`src/rtl/door_pkg.sv`:
```
// door_pkg: sequencer state encoding, fault cause codes and door index constants
package door_pkg;
  typedef enum logic [2:0] {S_IDLE, S_CHECK, S_DRIVE, S_WAIT_FB, S_NEXT, S_DONE, S_FAULT} state_t;
  typedef enum logic [1:0] {FC_NONE, FC_DOOR_OPEN, FC_TIMEOUT} fault_cause_t;
  localparam logic [1:0] DOOR_A = 2'd0;
  localparam logic [1:0] DOOR_B = 2'd1;
  localparam logic [1:0] DOOR_C = 2'd2;
  localparam logic [1:0] DOOR_D = 2'd3;
endpackage

```
`src/rtl/door_settle_timer.sv`:
```
// door_settle_timer: saturating settle and wait counters; confirmed/timed_out flag the cycle whose count reaches its limit
module door_settle_timer #(
  parameter int SETTLE_CYCLES = 4,
  parameter int TIMEOUT_CYCLES = 64
) (
  input  logic clk,
  input  logic rst,
  input  logic match,
  input  logic clear,
  output logic confirmed,
  output logic timed_out
);
  localparam int W = $clog2(TIMEOUT_CYCLES + 1);
  localparam logic [W-1:0] S_LAST = W'(SETTLE_CYCLES - 1);
  localparam logic [W-1:0] T_LAST = W'(TIMEOUT_CYCLES - 1);
  localparam logic [W-1:0] T_MAX = W'(TIMEOUT_CYCLES);
  logic [W-1:0] settle_cnt, wait_cnt;
  always_ff @(posedge clk)
    if (rst || clear) begin
      settle_cnt <= '0;
      wait_cnt <= '0;
    end else begin
      settle_cnt <= !match ? '0 : settle_cnt == T_MAX ? settle_cnt : settle_cnt + 1'b1;
      wait_cnt <= wait_cnt == T_MAX ? wait_cnt : wait_cnt + 1'b1;
    end
  assign confirmed = !clear && match && settle_cnt >= S_LAST;
  assign timed_out = !clear && wait_cnt >= T_LAST;
endmodule

```
`src/rtl/door_lock_sequencer.sv`:
```
// door_lock_sequencer: drives door lock actuators A..D in turn, confirms bolt feedback, reports done or fault
module door_lock_sequencer import door_pkg::*; #(
  parameter int SETTLE_CYCLES = 4,
  parameter int TIMEOUT_CYCLES = 64
) (
  input  logic       clk,
  input  logic       reset,
  input  logic       Req,
  input  logic       Cmd,
  output logic       Ready,
  input  logic       Clear,
  input  logic [3:0] Door,
  input  logic [3:0] LockFb,
  output logic [3:0] LockCmd,
  output logic       Busy,
  output logic       Done,
  output logic       Fault,
  output logic [1:0] FaultCause,
  output logic [1:0] FaultDoor
);
  state_t state;
  logic [1:0] idx;
  logic cmd, confirmed, timed_out, door_open;
  door_settle_timer #(.SETTLE_CYCLES(SETTLE_CYCLES), .TIMEOUT_CYCLES(TIMEOUT_CYCLES)) u_timer (
    .clk(clk),
    .rst(reset),
    .match(LockFb[idx] == cmd),
    .clear(state != S_WAIT_FB),
    .confirmed(confirmed),
    .timed_out(timed_out)
  );
  assign door_open = cmd && Door[idx];
  assign Ready = state == S_IDLE;
  assign Busy = state != S_IDLE && state != S_FAULT;
  assign Done = state == S_DONE;
  assign Fault = state == S_FAULT;
  always_ff @(posedge clk)
    if (reset) begin
      state <= S_IDLE;
      idx <= DOOR_A;
      cmd <= 1'b0;
      LockCmd <= '0;
      FaultCause <= FC_NONE;
      FaultDoor <= DOOR_A;
    end else
      case (state)
        S_IDLE:
          if (Req) begin
            cmd <= Cmd;
            idx <= DOOR_A;
            state <= S_CHECK;
          end
        S_CHECK:
          if (door_open) begin
            state <= S_FAULT;
            FaultCause <= FC_DOOR_OPEN;
            FaultDoor <= idx;
          end else
            state <= S_DRIVE;
        S_DRIVE: begin
          LockCmd[idx] <= cmd;
          state <= S_WAIT_FB;
        end
        S_WAIT_FB:
          if (door_open) begin
            state <= S_FAULT;
            FaultCause <= FC_DOOR_OPEN;
            FaultDoor <= idx;
          end else if (confirmed)
            state <= S_NEXT;
          else if (timed_out) begin
            state <= S_FAULT;
            FaultCause <= FC_TIMEOUT;
            FaultDoor <= idx;
          end
        S_NEXT:
          if (idx == DOOR_D)
            state <= S_DONE;
          else begin
            idx <= idx + 2'd1;
            state <= S_CHECK;
          end
        S_DONE: state <= S_IDLE;
        S_FAULT:
          if (Clear) begin
            state <= S_IDLE;
            FaultCause <= FC_NONE;
            FaultDoor <= DOOR_A;
          end
        default: state <= S_IDLE;
      endcase
endmodule

```
`config.mk`:
```
export PLATFORM = sky130hd
export DESIGN_NAME = door_lock_sequencer
export DESIGN_NICKNAME = d
export VERILOG_FILES = /design/src/rtl/door_pkg.sv /design/src/rtl/door_settle_timer.sv /design/src/rtl/door_lock_sequencer.sv
export SDC_FILE = /design/constraint.sdc
export NUM_CORES = 1
export LEC_CHECK = 0
export CORE_AREA = 3 3 52 54
export DETAILED_ROUTE_END_ITERATION = 7
export DIE_AREA = 0 0 55 57
export DONT_BUFFER_PORTS = 1
export GPL_TIMING_DRIVEN = 0
export PLACE_DENSITY_LB_ADDON = 0.05
export SETUP_SLACK_MARGIN = 0.3
export SLEW_MARGIN = 25
export SYNTH_ARGS = -nofsm -noshare
export SYNTH_HDL_FRONTEND = slang
export SYNTH_SLANG_ARGS = --single-unit
```
`constraint.sdc`:
```
create_clock -name clk -period 5.47 [get_ports clk]
set_clock_uncertainty 0.1 [all_clocks]
set_input_delay 1.094 -clock clk [delete_from_list [all_inputs] [get_ports clk]]
set_output_delay 1.094 -clock clk [all_outputs]
set_load 0.01 [all_outputs]
```
==> results by group <==
Status
  – Status: finished clean

CTS
  – Clk root buf: clkbuf_4
  – Post-CTS setup buffers: 0
  – CTS tree: built
  – Htree depth: 1
  – Worst-skew pair later-pin latency: 0.32 ns
  – Sink Count: 28
  – Hold_buf cts: 0
  – CTS buffer count: 3
  – CTS Buffer Depth: 2
  – Cts repair resizes: 0
  – Reg clk slew, reported paths: 0.15 ns

STA
  – Worst-Margin Slew: 0.584 ns
  – Tmin final: 2.76 ns
  – Final hold slack: 0.435 ns
  – Setup Viol. Count Final: 0
  – Fin. max-slew vios: 0
  – Sum Neg Setup Slack: 0 ns
  – Fmax: 363 MHz
  – Final Cycle Share: 50.4%
  – Unrepaired setup endpoints after global routing: false
  – Max-slew headroom: 60.8%
  – Hold Vio Cnt, Final: 0

Yosys
  – Main synth FF type: dfxtp_1
  – Yosys top cell area share: 38.6%
  – Synthesized area: 1450 sq um
  – Top cells by area, synth: dfxtp_1 (39%), nor2_1 (7.5%), ha_1 (6.9%)
  – Number of flops mapped to enable cells by yosys: 0
  – Async set-reset flop share out of synthesis: 0%
  – Count of cell types in the netlist: 38
  – #FFs+latches synth: 28
  – Most numerous cell in the Yosys netlist: nor2_1
  – Seq/Total Area, Yosys: 38.6%
  – Top cells by count, synth: nor2_1 (29), dfxtp_1 (28), nand3_1 (14)
  – Syn avg cell area: 8.74 sq um
  – Cells after Synth: 166
  – Post-synth net total: 187
  – Synth area leader: dfxtp_1
  – Yosys warns: 0

Floorplanning
  – # IOs: 25
  – Die area: 3140 sq um
  – Core ar.: 2250 sq um
  – Chip height: 57 um
  – Initial core utilization: 64.4%
  – Die X: 55 um
  – Standard-cell rows: 17

Critical path
  – R2R Path Start: idx[0]
  – Worst path slowest cell: nor3_1
  – Crit path cell chain: clkbuf_1 > nor3_1 > nor2_1
  – Worst path max stage delay: 0.50 ns
  – Worst Setup End Kind: output port
  – Worst setup startpoint: state[2]
  – Worst Path Required: 4.28 ns
  – Kind of critical path: reg2out
  – Worst-path maximum fanout: 10
  – Startpoint Class: flip-flop
  – CP arrival: 1.56 ns

Route
  – Drt pass-1 iters: 4
  – Vias: 1139
  – ANT nets after route: 0
  – Final Routed Wirelength: 2820 um
  – WL/cell: 14.3 um
  – DRC Markers: 0
  – Drt via density: 5.78
  – Iter 0 DRT Violations: 22

Power and ir drop
  – Leak: 0.564 nW
  – P_int: 251 uW
  – Peak supply drop: 0.165 mV
  – Clock Power Share: 24.6%
  – Switching Fraction: 26.3%
  – Reg power frac: 62.7%
  – Final Power: 341 uW
  – Cell Pwr Density: 226 nW/um^2
  – Sw Pwr: 89.5 uW
  – Combinational share of power: 12.8%

Worst hold path
  – Hold crit path type: reg2reg
  – Hold Crit Start: state[2]

Run
  – Max_cap viols: 0

Cells and area
  – Ant diodes: 0
  – Fill cells: 206
  – Area of the multi-input gates: 843 sq um
  – Area grow syn2layout: 3.97%
  – Nets: 192
  – FF/Latch Area: 561 sq um
  – Share of cells above drive strength 1: 7.69%
  – Final Instance Area: 1510 sq um

Placed design
  – IO buf count: 0
  – Final HPWL DP: 2140 um
  – DP Area: 1490 sq um
  – Placer Congestion: 0.786

Global routing
  – Tot GR Track Use: 19.8%
  – Largest net degree at the start of global routing: 15
  – Initial antenna violation count: 0
  – Grt ovf: 0
  – First-pass GRT wire length: 4710 um
  – Vias in the first global route: 1151
## critical path: cells and delay by family, from the launching register on
family	cells	cell delay (ns)
simple gates	2	0.68
flops	1	0.35
buf+inv	1	0.21
## sequential cells by signal, summed over array words and instances (netlist names)
signal              flops
u_timer.settle_cnt      7
u_timer.wait_cnt        7
LockCmd                 4
state                   3
FaultCause              2
FaultDoor               2
idx                     2
cmd                     1
## metrics by stage
stage | util (%) | setup slack (ns) | cells
floorplan | - | 2.73 | 166
global placement | 65.9 | 2.67 | 194
detailed placement | 65.9 | 2.64 | 194
CTS | 66.9 | 2.70 | 197
global route | 66.9 | 2.56 | 197
finish | 66.9 | 2.71 | 197
## final cells by class
type / instances / area share, %
Inverter: 7 / 1.74
Sequential cell: 28 / 37.1
Buffer: 5 / 1.41
Tap cell: 28 / 2.32
Clock buffer: 3 / 1.49
Multi-Input combinational cell: 126 / 55.9
## metal layers
| metal | GRT usage, % | share of wire, % | up-vias |
|---|---|---|---|
| li1 | - | - | 579 |
| met1 | 26.6 | 46 | 526 |
| met2 | 31.1 | 47 | 28 |
| met3 | 2.87 | 5.0 | 6 |
| met4 | 8.33 | 1.5 | 0 |
| met5 | 0 | 0 | - |
## power by group through the flow
stage | clock [mW] | combinational (mW) | sequential [mW]
floorplan | 0 | 0.0361 | 0.216
global placement | 0 | 0.0419 | 0.218
detailed placement | 0 | 0.0431 | 0.218
CTS | 0.0856 | 0.0431 | 0.213
global route | 0.0954 | 0.0487 | 0.214
finish | 0.0837 | 0.0435 | 0.213
## layout by cell type (no fill, tap or decap), types with 2 or more instances in the layout
cell type	instances
nor4_1	2
nor2b_1	2
ha_1	8
clkbuf_1	3
clkbuf_4	3
a22o_1	2
a21oi_1	7
and3_1	3
xor2_1	6
nand2b_1	3
mux2i_1	7
mux4_2	2
xnor2_1	7
nand3_1	14
dfxtp_1	28
inv_1	7
nor2_1	29
nand2_1	10
nor3_1	4
a22oi_1	2
o21ai_0	2
## cells by family after synthesis
kind of cell               count (synthesis)  share of synthesized area, %
AOI/OAI and AO/OA                         20                          9.48
muxes                                     10                          8.71
and+or+nand+nor                           75                          25.2
xor gates and xnor gates                  13                          7.84
buffers and inverters                     12                          3.28
adders and majority gates                  8                          6.90
DFF                                       28                          38.6
## final timing paths
| path | cells after the start | to | slack [ns] |
|---|---|---|---|
| worst max register to register | 5 | u_timer.settle_cnt[5] | 3.09 |
| worst max-delay path | 3 | Busy | 2.71 |
| worst min register to register | 2 | state[1] | 0.43 |
| worst min-delay path | 2 | state[1] | 0.43 |
No activity file was read; power rests on OpenSTA's default activity.
